[config.mk]
export PLATFORM = sky130hd
export DESIGN_NAME = sdram_init_refresh_ctrl
export DESIGN_NICKNAME = d
export VERILOG_FILES = /design/src/rtl/sdram_init_refresh_ctrl.sv
export SDC_FILE = /design/constraint.sdc
export NUM_CORES = 1
export LEC_CHECK = 0
export BUFFER_PORTS_ARGS = -buffer_cell sky130_fd_sc_hd__buf_2
export CAP_MARGIN = 5
export CORE_MARGIN = 2
export CORE_UTILIZATION = 27
export CTS_CLUSTER_DIAMETER = 80
export DETAILED_ROUTE_END_ITERATION = 8
export PLACE_DENSITY = 0.43
export SYNTH_ARGS = -nofsm -noshare
export SYNTH_HDL_FRONTEND = slang
export SYNTH_SLANG_ARGS = --single-unit
[constraint.sdc]
create_clock -name clk -period 4.3 [get_ports clk]
set_input_delay 1.075 -clock clk [delete_from_list [all_inputs] [get_ports clk]]
set_output_delay 1.075 -clock clk [all_outputs]
set_load 0.005 [all_outputs]
[src/rtl/sdram_init_refresh_ctrl.sv]
// SDRAM power-up init sequencer and periodic auto-refresh scheduler.
// Owns the command bus during init; afterwards it requests the bus once per refresh interval.
module sdram_init_refresh_ctrl #(
  parameter int          INIT_WAIT  = 20000,
  parameter int          T_RP       = 2,
  parameter int          T_RFC      = 7,
  parameter int          T_MRD      = 2,
  parameter int          REF_PERIOD = 780,
  parameter logic [12:0] MODE_REG   = 13'h0037
) (
  input  logic        clk,
  input  logic        rst_n,
  input  logic        ref_ack,
  output logic [3:0]  sdram_cmd,
  output logic [1:0]  sdram_ba,
  output logic [12:0] sdram_addr,
  output logic        init_done,
  output logic        ref_req,
  output logic        ref_busy,
  output logic        ref_overflow
);

  localparam logic [3:0] CMD_NOP  = 4'b0111;
  localparam logic [3:0] CMD_PRE  = 4'b0010;
  localparam logic [3:0] CMD_AREF = 4'b0001;
  localparam logic [3:0] CMD_LMR  = 4'b0000;

  localparam int CNT_W = $clog2(INIT_WAIT + T_RP + T_RFC + T_MRD + 2);
  localparam int REF_W = $clog2(REF_PERIOD + 1);

  // The reset cycle itself is not part of the power-up wait, hence no -1 here.
  localparam logic [CNT_W-1:0] PWR_LAST = CNT_W'(INIT_WAIT);
  localparam logic [CNT_W-1:0] RP_LAST  = CNT_W'(T_RP - 1);
  localparam logic [CNT_W-1:0] RFC_LAST = CNT_W'(T_RFC - 1);
  localparam logic [CNT_W-1:0] MRD_LAST = CNT_W'(T_MRD - 1);
  localparam logic [REF_W-1:0] REF_LAST = REF_W'(REF_PERIOD - 1);

  typedef enum logic [3:0] {
    WAIT_PWR, PRE, WAIT_RP, AREF1, WAIT_RFC1, AREF2, WAIT_RFC2,
    LMR, WAIT_MRD, IDLE, REF_CMD, REF_WAIT
  } state_t;

  state_t           state;
  state_t           state_nxt;
  logic [CNT_W-1:0] cnt;
  logic [REF_W-1:0] ref_cnt;
  logic             timer_en;
  logic [1:0]       owed;
  logic [1:0]       owed_nxt;
  logic             tick;
  logic             grant;
  logic             lost;

  // Handshake: a refresh is granted in the cycle where ref_req and ref_ack are both high;
  // ref_req only rises in IDLE, so ref_ack at any other time has no effect.
  always_comb begin
    tick     = timer_en && (ref_cnt == REF_LAST);
    grant    = ref_req && ref_ack;
    owed_nxt = owed;
    lost     = 1'b0;
    if (tick && !grant) begin
      if (owed == 2'd3) lost = 1'b1;
      else              owed_nxt = owed + 2'd1;
    end else if (grant && !tick) begin
      owed_nxt = owed - 2'd1;
    end
  end

  always_comb begin
    state_nxt = state;
    case (state)
      WAIT_PWR:  if (cnt == PWR_LAST) state_nxt = PRE;
      PRE:       state_nxt = WAIT_RP;
      WAIT_RP:   if (cnt == RP_LAST)  state_nxt = AREF1;
      AREF1:     state_nxt = WAIT_RFC1;
      WAIT_RFC1: if (cnt == RFC_LAST) state_nxt = AREF2;
      AREF2:     state_nxt = WAIT_RFC2;
      WAIT_RFC2: if (cnt == RFC_LAST) state_nxt = LMR;
      LMR:       state_nxt = WAIT_MRD;
      WAIT_MRD:  if (cnt == MRD_LAST) state_nxt = IDLE;
      IDLE:      if (grant)           state_nxt = REF_CMD;
      REF_CMD:   state_nxt = REF_WAIT;
      REF_WAIT:  if (cnt == RFC_LAST) state_nxt = IDLE;
      default:   state_nxt = WAIT_PWR;
    endcase
  end

  // Outputs are decoded from the next state so they line up with the state register.
  always_ff @(posedge clk) begin
    if (!rst_n) begin
      state        <= WAIT_PWR;
      cnt          <= '0;
      ref_cnt      <= '0;
      timer_en     <= 1'b0;
      owed         <= 2'd0;
      sdram_cmd    <= CMD_NOP;
      sdram_ba     <= 2'd0;
      sdram_addr   <= 13'd0;
      init_done    <= 1'b0;
      ref_req      <= 1'b0;
      ref_busy     <= 1'b0;
      ref_overflow <= 1'b0;
    end else begin
      state        <= state_nxt;
      cnt          <= (state_nxt != state || state_nxt == IDLE) ? '0 : cnt + 1'b1;
      timer_en     <= timer_en | (state_nxt == IDLE);
      if (timer_en) ref_cnt <= (ref_cnt == REF_LAST) ? '0 : ref_cnt + 1'b1;
      owed         <= owed_nxt;
      ref_overflow <= ref_overflow | lost;
      init_done    <= init_done | (state_nxt == IDLE);
      ref_req      <= (owed_nxt != 2'd0) && (state_nxt == IDLE);
      ref_busy     <= (state_nxt == REF_CMD) || (state_nxt == REF_WAIT);
      sdram_cmd    <= CMD_NOP;
      sdram_ba     <= 2'd0;
      sdram_addr   <= 13'd0;
      case (state_nxt)
        PRE: begin
          sdram_cmd  <= CMD_PRE;
          sdram_addr <= 13'h0400;
        end
        AREF1, AREF2, REF_CMD: sdram_cmd <= CMD_AREF;
        LMR: begin
          sdram_cmd  <= CMD_LMR;
          sdram_addr <= MODE_REG;
        end
        default: ;
      endcase
    end
  end

endmodule

==> summary.txt <==
Pwr
  – Clk pwr share: about two fifths
  – Leakage: between 0.8 and 0.9 nW
  – Psw: 149 µW
  – Pwr per Cell Area: 294 nW/µm²
  – Sequential power share: 56.3%
  – Maximum VDD drop: 0.127 mV
  – Sw Share: between 20% and 30%
  – Combinational Power Share: 3.3%
  – Cell internal pwr: 534 µW

Clocking
  – Post-CTS sizing: 0
  – CTS Hold Buffers Added: 0
  – Clk slew on worst S/H paths: 0.08 ns
  – Longest Clk Path Bufs: 2
  – Clock Sinks: just over 40
  – H-tree levels: 2
  – CTS tree: built
  – CTS root buf: clkbuf_8
  – Num CTS Buffers: 5
  – Post-CTS Setup Inserts: 0
  – Clk_lat worst skew: 0.29 ns

Timing
  – RSZ-0062 raised after global routing: no
  – Worst slew pin tran: 0.708 ns
  – Clk_skew: 0.00631 ns
  – Max-slew violation count: 0
  – Final min period: 2.38 ns
  – Setup_tns: 0 ns
  – Crit share post-route: between 50% and 60%
  – Final setup vio count: 0
  – Hold Fails Final Rpt: 0
  – F_max: approximately 420 MHz
  – Worst slew margin: between 50% and 60%

Finish
  – Share of layout cells above drive strength 1: 17.5%
  – Final Core Density: a little under a third
  – Leading cell type in the layout, fill and taps excluded: dfxtp_1
  – Final nets: 256
  – Most frequent cells in the layout: 41 x dfxtp_1, 20 x nor2_1, 17 x nand2_1
  – Area Overhead vs Synth: 7.63%
  – Antenna diodes: 0

Synthesis
  – Post-Synthesis Cell Area: between 2000 and 2500 µm²
  – Warning count from the yosys run: 0
  – FFs w/ async S/R, synth: 0%
  – Count of state elements after synthesis: just over 40
  – Synth Flop Type: dfxtp_1
  – Share of the synthesized area in the top cell type: 37.9%
  – Syn Area/Cell: roughly 9.1 µm²
  – Post-synthesis sequential area ratio: a little under two fifths
  – Post-synth EDFFs: 0
  – Distinct cells, synth: 52
  – Synth area leaders: dfxtp_1 38%, buf_4 4.9%, xor2_1 4.9%
  – Post-synth top area cell: dfxtp_1
  – Synth Instances: 237

Global routing
  – First-pass GRT wire length: 7.38 mm
  – Vias in the first global route: 1528
  – Total gr overflow: 0
  – Initial antenna violation count: 0
  – GRT Resource Usage Total: 10.7%
  – Largest net degree at the start of global routing: 16

Routing
  – Vias: between 1500 and 2000
  – Iteration-0 DRC Markers: 70
  – Antenna-violating nets left: 0
  – Pre-antenna DRT Iters: 4
  – Residual DRC count: 0
  – DRT Wirelength: ~4.1 mm
  – DR WL/cell: 11.9 µm
  – Drt via density: 4.50

Die
  – Die H: 93.5 µm
  – Row count: 32
  – IO Count: 26
  – Die Wd: 93.5 µm
  – Core area: 7730 µm²
  – Die Area: 8740 µm²
  – Initial Util: 28.0%

Setup path
  – Startpoint types: register
  – CP max FO: 15
  – CP endpoint kind: register
  – CP required: 4.45 ns
  – Critical path arrival: 2.53 ns
  – CP Class: reg2reg

Place
  – GPL Wtd Cong: approximately 0.75
  – Number of port buffers: 15
  – Detail Placement HPWL: 3.05 mm

Flow run
  – MaxCap Viol Count: 0

Run status
  – Status: finished, final reports clean

Worst hold path
  – Hold crit path type: reg2reg
-- flip-flops by register name, indices dropped and copies added, names as in the netlist --
signal,flops
init_done,1
cnt,15
sdram_cmd,3
ref_req,1
ref_cnt,10
timer_en,1
sdram_addr,2
state,4
owed,2
ref_overflow,1
ref_busy,1
-- power by group through the flow --
| stage | clock, mW | combinational (mW) | sequential, mW |
|---|---|---|---|
| 5_1_grt | 0.302 | 0.0261 | 0.386 |
| 6_report | 0.276 | 0.0225 | 0.385 |
| 3_5_place_dp | 0 | 0.0231 | 0.394 |
| 4_1_cts | 0.288 | 0.0234 | 0.385 |
| 2_1_floorplan | 0 | 0.0275 | 0.393 |
| 3_3_place_gp | 0 | 0.0235 | 0.394 |
-- final cells by class --
type | count | area (µm²)
sequential | 41 | 821
tap | 102 | 128
clock buffer | 7 | 96.3
multi-input combinational | 174 | 1170
inverter | 8 | 30.0
fill | 828 | 5400
clock inverter | 1 | 5.00
timing repair buffer | 15 | 75.1
-- metrics by stage --
stage               power [mW]  hold WS [ns]  setup WS, ns  cell area, µm²  std cells
floorplan                0.421         0.439          2.22            2200        246
global placement         0.418         0.454          1.85            2230        340
detailed placement       0.417         0.461          1.85            2230        340
CTS                      0.696         0.476          1.88            2330        348
global route             0.714         0.522          1.75            2330        348
finish                   0.684         0.468          1.92            2330        348
-- cells by family (layout without fill, tap and decap cells) --
kind of cell               after synthesis  count (layout)  synth area share [%]
AOI/OAI and AO/OA                       41              41                  13.2
and+or+nand+nor                         92              92                  25.3
DFF                                     41              41                  37.9
muxes                                    1               1                 0.463
xor gates and xnor gates                22              22                  8.91
buffers and inverters                   31              31                  9.37
other                                    1              10                 0.173
adders and majority gates                8               8                  4.63
-- worst max-delay path: stages, from the launching register on --
cell and delay, ns:
dfxtp_1 0.34, or4_4 0.57, nor4_4 0.24, nor3b_2 0.31, or3_1 0.62, a21oi_1 0.14
-- path summary, 6_finish.rpt --
check / startpoint / to / slack, ns / cells after the start
setup / recovery: cnt[4] / cnt[2] / 1.92 / 5
hold / removal: init_done / init_done / 0.47 / 2
hold reg to reg: init_done / init_done / 0.47 / 2
setup reg to reg: cnt[4] / cnt[2] / 1.92 / 5
-- routing by layer --
layer / global-route usage [%] / wire length (µm) / up-vias
met5: 0 / 0 / -
met4: 4.04 / 71 / 0
met3: 2.90 / 158 / 5
met2: 16.6 / 1820 / 24
met1: 14.0 / 2090 / 722
li1: - / - / 814
-- synthesized netlist by cell type (4+ instances only) --
cell      instances
inv_1             8
xor2_1           12
a21oi_2          10
a21oi_1          12
ha_1              8
dfxtp_1          41
nor2_1           20
nor3_1            6
clkbuf_1          4
buf_4            14
nand2_1          17
and3_1            5
xnor2_1          10
nand3_1           6
nand4_1           8
Power figures use the tool's default switching activity.
